## src/rtl/adder_share_ctrl_pkg.sv

```systemverilog
// Shared types and constants for the shared-adder controller.
package adder_share_ctrl_pkg;

    localparam int unsigned DATA_W = 8;
    localparam int unsigned SUM_W  = DATA_W + 1;

    localparam logic OP_ADD = 1'b0;
    localparam logic OP_SUB = 1'b1;

    typedef enum logic [1:0] {
        S_IDLE = 2'd0,
        S_EXEC = 2'd1,
        S_DONE = 2'd2
    } state_e;

    // Operands latched at grant time; the adder only ever sees these.
    typedef struct packed {
        logic [DATA_W-1:0] a;
        logic [DATA_W-1:0] b;
        logic              op;
    } opnd_t;

    typedef struct packed {
        logic [DATA_W-1:0] sum;
        logic              c_out;
        logic              over;
    } result_t;

endpackage

```

## src/rtl/adder_share_ctrl_if.sv

```systemverilog
// Requester-side bus of the shared-adder controller.
interface adder_share_ctrl_if #(
    parameter int unsigned NREQ  = 2,
    parameter int unsigned CNT_W = 16
);
    logic [NREQ-1:0]   req;
    logic [8*NREQ-1:0] a_in;
    logic [8*NREQ-1:0] b_in;
    logic [NREQ-1:0]   op_in;
    logic [NREQ-1:0]   gnt;
    logic [NREQ-1:0]   done;
    logic [7:0]        sum_out;
    logic              c_out_o;
    logic              over_o;
    logic              busy;
    logic [CNT_W-1:0]  op_count;

    modport master (
        output req, a_in, b_in, op_in,
        input  gnt, done, sum_out, c_out_o, over_o, busy, op_count
    );

    modport slave (
        input  req, a_in, b_in, op_in,
        output gnt, done, sum_out, c_out_o, over_o, busy, op_count
    );
endinterface

```

## src/rtl/adder_share_ctrl_adder.sv

```systemverilog
// Eight-bit add/sub datapath: sub is A + ~B + 1, carry and signed overflow from that sum.
module adder_share_ctrl_adder
    import adder_share_ctrl_pkg::*;
(
    input  opnd_t   opnd_i,
    output result_t res_c
);

    logic [DATA_W-1:0] b_eff;
    logic              cin;
    logic [SUM_W-1:0]  full;

    // Two's-complement add of A and (optionally inverted) B.
    always_comb begin
        cin         = (opnd_i.op == OP_SUB);
        b_eff       = cin ? ~opnd_i.b : opnd_i.b;
        full        = SUM_W'(opnd_i.a) + SUM_W'(b_eff) + SUM_W'(cin);
        res_c.sum   = full[DATA_W-1:0];
        res_c.c_out = full[DATA_W];
        res_c.over  = (opnd_i.a[DATA_W-1] == b_eff[DATA_W-1]) &&
                      (full[DATA_W-1] != opnd_i.a[DATA_W-1]);
    end

endmodule

```

## src/rtl/adder_share_ctrl.sv

```systemverilog
// Round-robin controller sharing one add/sub datapath among NREQ requesters.
module adder_share_ctrl
    import adder_share_ctrl_pkg::*;
#(
    parameter int unsigned NREQ  = 2,
    parameter int unsigned CNT_W = 16
) (
    input  logic               clk,
    input  logic               reset,
    adder_share_ctrl_if.slave  bus
);

    localparam int unsigned PTR_W = (NREQ > 2) ? 2 : 1;

    if (NREQ < 2 || NREQ > 4) begin : g_bad_nreq
        $error("adder_share_ctrl: NREQ must be in 2..4");
    end

    // First requester at or after ptr, wrapping around.
    function automatic logic [PTR_W-1:0] rr_pick(input logic [NREQ-1:0] r,
                                                 input logic [PTR_W-1:0] ptr);
        logic [PTR_W-1:0] w;
        logic             found;
        int unsigned      idx;
        w     = ptr;
        found = 1'b0;
        for (int unsigned i = 0; i < NREQ; i++) begin
            idx = (32'(ptr) + i) % NREQ;
            if (!found && r[idx[PTR_W-1:0]]) begin
                w     = idx[PTR_W-1:0];
                found = 1'b1;
            end
        end
        return w;
    endfunction

    function automatic logic [NREQ-1:0] onehot(input logic [PTR_W-1:0] w);
        logic [NREQ-1:0] oh;
        oh    = '0;
        oh[w] = 1'b1;
        return oh;
    endfunction

    state_e             state_q, state_d;
    logic [PTR_W-1:0]   rr_ptr_q, rr_ptr_d;
    logic [PTR_W-1:0]   win_q, win_d;
    opnd_t              opnd_q, opnd_d;
    result_t            res_q, res_d;
    logic [NREQ-1:0]    gnt_q, gnt_d;
    logic [NREQ-1:0]    done_q, done_d;
    logic               busy_q, busy_d;
    logic [CNT_W-1:0]   op_count_q, op_count_d;

    logic [PTR_W-1:0]   pick_c;
    logic               any_req_c;
    result_t            adder_res_c;

    // Shared datapath fed only from the latched operand register.
    adder_share_ctrl_adder u_adder (
        .opnd_i (opnd_q),
        .res_c  (adder_res_c)
    );

    // State and datapath registers with synchronous reset.
    always_ff @(posedge clk) begin
        if (reset) begin
            state_q    <= S_IDLE;
            rr_ptr_q   <= '0;
            win_q      <= '0;
            opnd_q     <= '0;
            res_q      <= '0;
            gnt_q      <= '0;
            done_q     <= '0;
            busy_q     <= 1'b0;
            op_count_q <= '0;
        end else begin
            state_q    <= state_d;
            rr_ptr_q   <= rr_ptr_d;
            win_q      <= win_d;
            opnd_q     <= opnd_d;
            res_q      <= res_d;
            gnt_q      <= gnt_d;
            done_q     <= done_d;
            busy_q     <= busy_d;
            op_count_q <= op_count_d;
        end
    end

    // Next-state: DONE re-arbitrates directly to avoid an IDLE bubble.
    always_comb begin
        state_d = state_q;
        unique case (state_q)
            S_IDLE:  if (any_req_c) state_d = S_EXEC;
            S_EXEC:  state_d = S_DONE;
            S_DONE:  state_d = any_req_c ? S_EXEC : S_IDLE;
            default: state_d = S_IDLE;
        endcase
    end

    // Arbitration, operand latch, result capture and registered outputs.
    always_comb begin
        any_req_c  = |bus.req;
        pick_c     = rr_pick(bus.req, rr_ptr_q);
        rr_ptr_d   = rr_ptr_q;
        win_d      = win_q;
        opnd_d     = opnd_q;
        res_d      = res_q;
        gnt_d      = gnt_q;
        done_d     = '0;
        op_count_d = op_count_q;
        busy_d     = (state_d != S_IDLE);
        unique case (state_q)
            S_IDLE, S_DONE: begin
                if (any_req_c) begin
                    win_d    = pick_c;
                    rr_ptr_d = PTR_W'((32'(pick_c) + 32'd1) % NREQ);
                    opnd_d.a = bus.a_in[DATA_W*pick_c +: DATA_W];
                    opnd_d.b = bus.b_in[DATA_W*pick_c +: DATA_W];
                    opnd_d.op = bus.op_in[pick_c];
                    gnt_d    = onehot(pick_c);
                end else begin
                    gnt_d    = '0;
                end
            end
            S_EXEC: begin
                res_d      = adder_res_c;
                done_d     = onehot(win_q);
                op_count_d = op_count_q + CNT_W'(1);
            end
            default: begin
                gnt_d = '0;
            end
        endcase
    end

    assign bus.gnt      = gnt_q;
    assign bus.done     = done_q;
    assign bus.sum_out  = res_q.sum;
    assign bus.c_out_o  = res_q.c_out;
    assign bus.over_o   = res_q.over;
    assign bus.busy     = busy_q;
    assign bus.op_count = op_count_q;

endmodule
```

## src/flat_wrapper.sv

```systemverilog
// flat-port wrapper written by rule: the top's interface ports become plain ports
module adder_share_ctrl_flat import adder_share_ctrl_pkg::*;
#(
    parameter int unsigned NREQ  = 2,
    parameter int unsigned CNT_W = 16
)
  (clk, reset, bus_req, bus_a_in, bus_b_in, bus_op_in, bus_gnt, bus_done, bus_sum_out, bus_c_out_o, bus_over_o, bus_busy, bus_op_count);
  adder_share_ctrl_if #(.NREQ(NREQ), .CNT_W(CNT_W)) bus_i ();
  input  logic clk;
  input  logic reset;
  input wire logic [$bits(bus_i.req)-1:0] bus_req;
  input wire logic [$bits(bus_i.a_in)-1:0] bus_a_in;
  input wire logic [$bits(bus_i.b_in)-1:0] bus_b_in;
  input wire logic [$bits(bus_i.op_in)-1:0] bus_op_in;
  output wire logic [$bits(bus_i.gnt)-1:0] bus_gnt;
  output wire logic [$bits(bus_i.done)-1:0] bus_done;
  output wire logic [$bits(bus_i.sum_out)-1:0] bus_sum_out;
  output wire logic [$bits(bus_i.c_out_o)-1:0] bus_c_out_o;
  output wire logic [$bits(bus_i.over_o)-1:0] bus_over_o;
  output wire logic [$bits(bus_i.busy)-1:0] bus_busy;
  output wire logic [$bits(bus_i.op_count)-1:0] bus_op_count;
  assign bus_i.req = bus_req;
  assign bus_i.a_in = bus_a_in;
  assign bus_i.b_in = bus_b_in;
  assign bus_i.op_in = bus_op_in;
  assign bus_gnt = bus_i.gnt;
  assign bus_done = bus_i.done;
  assign bus_sum_out = bus_i.sum_out;
  assign bus_c_out_o = bus_i.c_out_o;
  assign bus_over_o = bus_i.over_o;
  assign bus_busy = bus_i.busy;
  assign bus_op_count = bus_i.op_count;
  adder_share_ctrl #(.NREQ(NREQ), .CNT_W(CNT_W)) u_core (.clk(clk), .reset(reset), .bus(bus_i));
endmodule
```

## config.mk

```make
export PLATFORM = sky130hd
export DESIGN_NAME = adder_share_ctrl_flat
export DESIGN_NICKNAME = d
export VERILOG_FILES = /design/src/rtl/adder_share_ctrl_pkg.sv /design/src/rtl/adder_share_ctrl_if.sv /design/src/rtl/adder_share_ctrl_adder.sv /design/src/rtl/adder_share_ctrl.sv /design/src/flat_wrapper.sv
export SDC_FILE = /design/constraint.sdc
export NUM_CORES = 1
export LEC_CHECK = 0
export CORE_MARGIN = 2
export CORE_UTILIZATION = 43
export DETAILED_ROUTE_END_ITERATION = 10
export HOLD_SLACK_MARGIN = 0.12
export PLACE_DENSITY_LB_ADDON = 0.15
export REMOVE_ABC_BUFFERS = 1
export SETUP_SLACK_MARGIN = 0.4
export SLEW_MARGIN = 25
export SYNTH_ARGS = -nofsm -noshare
export SYNTH_HDL_FRONTEND = slang
export SYNTH_SLANG_ARGS = --single-unit
```

## constraint.sdc

```tcl
create_clock -name clk -period 1.8 [get_ports clk]
set_input_delay 0.36 -clock clk [delete_from_list [all_inputs] [get_ports clk]]
set_output_delay 0.36 -clock clk [all_outputs]
set_load 0.01 [all_outputs]
```

---- Word-level counts from Yosys, hierarchy flattened ----
Index checks and enable logic that the tools add are counted.
operators by class
  reduce and logical (&&, ||, !) cells .... 11
  order comparisons ....................... 6
  eq/ne operators ......................... 4
  bitwise gates (word level) .............. 2
  add/sub/neg operators ................... 5
  shifts and indexed selects .............. 2
  muxes and demuxes ....................... 18
operators with widths
  operator               number
  $shiftx 16x5->8        2
  $add 16x1->16 const B  1
  $mux 1                 11
  $add 8x8->9            1
  $add 9x1->9            1
  $lt 1x2->1 const B     4
  $mux 8                 1
  $not 8->8              1
  $pmux 2 s3             1
  $reduce_or 2->1        3
  $logic_and 1x1->1      4
  $mux 2                 2
  $pmux 2 s2             1
  $add 1x1->1 const B    2
  $demux 1 s1            2
  $eq 2x1->1 const B     1
  $eq 2x2->1 const B     1
  $ge 1x1->1 const B     2
  $logic_not 2->1        1
  $reduce_and 2->1       1
  $reduce_bool 2->1      1
  $eq 1x1->1             1
  $logic_not 1->1        1
  $ne 1x1->1             1
  $not 1->1              1
word-level totals
  bits in registers ....................... 52
  word-level logic and storage cells ...... 61
  input bits .............................. 38

---- Depth between registers and ports, before layout ----
  word-level depth ........................ 12
  mapped depth ............................ 9
  depth with buffers taken out ............ 8

---- By module ----
A second synthesis with hierarchy kept.
second synthesis, totals
  cells, all modules ...................... 278
  area total of the unflattened synthesis .. 2462.4 µm²
modules (own cells, without submodules)
  module                  sequential area each (µm²)  area each (µm²)  instances  cells each
  adder_share_ctrl        1041.0                      1991.9           1          218
  adder_share_ctrl_adder  0.0                         470.5            1          60

---- Worst setup path after synthesis ----
No wires, ideal clock.
  path type ............................... register to register
  start point ............................. register u_core.opnd_q[0] (netlist name)
  end point ............................... register u_core.res_q (netlist bit u_core.bus.sum_out[4])
  cell stages (with the launch flop) ...... 10
  slack ................................... -0.099 ns
  arrival time ............................ 1.833 ns
  path through ............................ dfxtp_1 buf_4 xor2_1 inv_1 fa_1 nor2b_1 o21ai_0 nor3b_1 o31ai_1 nor2b_1
on the way
  word-level cells in the longest chain between the ends .. 3
ends and longest elaborated chain
  item                    line                          source
  start, declared         adder_share_ctrl.sv:47        opnd_t opnd_q, opnd_d;
  start signal, assigned  adder_share_ctrl.sv:80        opnd_q <= opnd_d;
  $mux 8                  adder_share_ctrl_adder.sv:16  b_eff = cin ? ~opnd_i.b : opnd_i.b;
  $add 8x8->9             adder_share_ctrl_adder.sv:17  full = SUM_W'(opnd_i.a) + SUM_W'(b_eff) + SUM_W'(cin);
  $add 9x1->9 (*)         adder_share_ctrl_adder.sv:17
  end signal, assigned    adder_share_ctrl.sv:81        res_q <= res_d;
  end, declared           adder_share_ctrl.sv:48        result_t res_q, res_d;
Every way passes the cells marked *; elsewhere a longest branch is shown, timed or not.
A chain may end at the register's enable or synchronous reset.

---- Final worst setup path ----
Ends and elaborated chain as after synthesis.

==> flow_summary_export.csv <==
group,metric,value,unit
clock_network,cts_buffers,5,
floorplanning,dieWidth,80.1,µm
run_status,violations,"setup timing",
worst_setup_path,reg2reg_depth,8,
yosys,postSynthAreaPerCell,8.98,µm²
yosys,synth-seq-area-share,41.8,%
detailed_routing,wirelength,6020,µm
grt,grt_pass1_vias,2333,
grt,grt_antenna_before_repair,0,
worst_setup_path,path_max_fanout,4,
timing,tightest_slew,0.516,ns
floorplanning,fp.dieArea,6410,µm²
grt,grt_max_degree,36,
worst_setup_path,cp.required,2.03,ns
worst_setup_path,worstReg2RegEnd,"u_core.bus.sum_out[4]",
yosys,synthCells,277,
worst_setup_path,worst-path-stages,8,
yosys,synthArstFlopShare,0,%
worst_setup_path,critPathKind,"register to register",
worst_setup_path,timing.critical_path.to,"u_core.bus.sum_out[4]",
clock_network,hold_buffers,0,
finish,num-nets-final,428,
worst_setup_path,max_stage_delay,0.42,ns
detailed_routing,wl_per_cell,13.3,µm
worst_setup_path,setup.worst_path.end_class,"register",
timing,timing.final.crit_period,1.87,ns
worst_setup_path,critPathLaunch,"u_core.opnd_q[0]",
min_path,hp-class,"register to register",
worst_setup_path,start_kind,"register",
detailed_routing,via_count,2328,
min_path,whs_path_depth,1,
run_status,status,"finished, violations left",
placement,io_buffers,68,
timing,relSlewSlack,65.6,%
timing,layout_setup_ws,-0.0745,ns
grt,grt_pass1_wl,10100,µm
floorplanning,row_count,27,
run,cap_violations,0,
placement,preCtsSetupSlack,-0.211,ns
yosys,synth_area,2490,µm²
power_and_ir_drop,vdd_ir_drop_max,0.000395,V
timing,skew,0.00722,ns
floorplanning,ios,69,
worst_setup_path,timing.rr.start,"u_core.opnd_q[0]",
clock_network,clkTransAtPathRegs,0.09,ns
clock_network,clk-insertion-delay-late,0.29,ns
placement,dpl.hpwl,3950,µm
floorplanning,die_y,80.1,µm
grt,grtUsageTotal,20.0,%
detailed_routing,drt_iter0_drc,86,
worst_setup_path,crit_arrival,2.11,ns
yosys,ys_warn_count,0,
yosys,synth-edff-count,0,
placement,place_congestion,0.850,
yosys,synth_cell_types,44,
detailed_routing,ant_nets,0,
finish,finalInstanceArea,3850,µm²
worst_setup_path,rrSetupSlack,-0.07,ns
timing,finalMaxSlewViolations,0,
detailed_routing,first_pass_iters,4,
clock_network,cts_root_buf,"clkbuf_8",
timing,fmax,533,MHz
floorplanning,initial_core_util,44.9,%
worst_setup_path,critPathSlowestCell,"fa_2",
power_and_ir_drop,p_per_area,732,nW/µm²
timing,period_share,104,%
finish,drive_gt1_share,26.8,%
detailed_routing,drcViolationCount,0,
grt,grt-ovfl-total,0,
timing,hold_viol_final,0,
power_and_ir_drop,p_leak,1.71,nW
finish,syn2layout_area_growth,54.7,%
detailed_routing,drt-vias-per-instance,5.14,
clock_network,htreeDepth,2,
finish,final_util,69.5,%
clock_network,clock_path_buffers,2,
floorplanning,core-area,5540,µm²
timing,grt_setup_unrepaired,"yes",
worst_setup_path,path_cells,"xor2_2, inv_2, fa_2, nor2b_4, o21ai_4, nor3b_1, o31ai_1, nor2b_1",
clock_network,cts_sinks,52,
finish,n_antenna_cell,0,
worst_setup_path,cp_top_family,"simple AND/OR/NAND/NOR gates",
yosys,ys_seq_elements,52,
placement,dpl_cell_area,3410,µm²
clock_network,cts_tree,"done",
worst_setup_path,worst-path-buf-inv,1,
yosys,ys.flop_type,"dfxtp_1",
timing,finalSetupViolCount,5,
==> layout by cell type (no fill, tap or decap), types with 4 or more instances in the layout <==
cell             count
nand3b_1             6
o21ai_1              6
a211oi_1            17
dlygate4sd2_1       29
buf_6                8
mux2i_1             17
dfxtp_2             16
nand3_1              4
nor2_1              39
ha_1                 8
nand2_1             17
a21oi_2              4
a21oi_1              9
clkdlybuf4s50_1     34
inv_1                4
buf_4               33
dfxtp_1             34
clkbuf_8             6
nand4_1              4
xor2_1              15
==> final cells by class <==
type / count / area, µm²
clock buffer: 8 / 90.1
sequential: 52 / 1070
inverter: 5 / 18.8
timing repair buffer: 113 / 1070
multi-input combinational: 203 / 1510
fill: 477 / 1690
tap: 72 / 90.1
==> registers in the layout (all words and copies together), names as in the netlist <==
register and flops:
u_core.opnd_q 17, u_core.bus.op_count 16, u_core.bus.sum_out 8, u_core.bus.done 2, u_core.bus.gnt 2, u_core.state_q 2
u_core.bus.busy 1, u_core.bus.c_out_o 1, u_core.bus.over_o 1, u_core.rr_ptr_q 1, u_core.win_q 1
==> cells by family after synthesis <==
kind of cell,share of synthesized area [%]
and+or+nand+nor,19.6
AOI/OAI and AO/OA,14.3
DFF,41.8
buffers and inverters,3.87
xor gates and xnor gates,7.39
muxes,7.24
adders and majority gates,5.73
==> routing by layer <==
metal	global-route usage [%]	routed length [µm]	vias to the layer above
met2	38.5	3270	51
met3	3.48	202	2
met1	22.5	2520	1096
met4	4.75	27	0
met5	0	0	-
li1	-	-	1179
==> report_power, final <==
group	switching, mW	internal, mW
sequential	0.0630	1.24
combinational	0.389	0.460
clock	0.357	0.314
total	0.809	2.01
==> worst min-delay path by stage <==
stage,slack (ns),to,start
2_1_floorplan,0.41,u_core.bus.done[0],u_core.win_q
3_5_place_dp,0.44,u_core.bus.done[0],u_core.win_q
6_report,0.46,u_core.bus.done[0],u_core.win_q
4_1_cts,0.46,u_core.bus.done[0],u_core.win_q
3_3_place_gp,0.44,u_core.bus.done[0],u_core.win_q
5_1_grt,0.49,u_core.bus.done[0],u_core.win_q
==> Yosys cell counts, drive strengths merged, types with 4 or more instances <==
cell	count	share of area (%)
mux2i	18	7.2
xnor2	4	1.4
clkbuf	10	1.5
ha	9	4.5
dfxtp	52	42
a21oi	13	2.6
inv	5	0.75
xor2	17	6.0
a211oi	20	6.0
nor2	40	6.0
nand2	20	3.0
nand3	5	1.0
o21ai	8	1.6
buf	7	1.6
nand4	4	1.0
nand3b	6	1.8
==> what timing repair did <==
| item | CTS | global route |
|---|---|---|
| setup endpoints to repair | 66 | 34 |
| pin swaps | 31 | 27 |
| cloned | 2 | 0 |
| buffers inserted | 14 | 2 |
| gates resized for setup | 94 | 19 |
==> per-stage QoR <==
stage	setup TNS, ns	instances	hold WS (ns)	power (mW)
after CTS	-0.0226	451	0.458	2.80
final	-0.196	453	0.457	2.82
after floorplan	-1.80	260	0.412	1.68
after detailed placement	-2.49	427	0.443	2.04
after global routing	-0.710	453	0.488	2.99
after global placement	-1.50	427	0.438	2.02
==> worst register-to-register path, delay by kind of cell (launching register included) <==
| kind | cells | cell delay, ns |
|---|---|---|
| AND/OR/NAND/NOR | 3 | 0.46 |
| buffers and inverters | 1 | 0.06 |
| adder cells (fa/ha/maj) | 1 | 0.42 |
| flip-flops | 1 | 0.39 |
| AO/OA/AOI/OAI | 2 | 0.30 |
| XOR/XNOR | 1 | 0.18 |
Note: power is estimated with default switching activity, not from simulation.
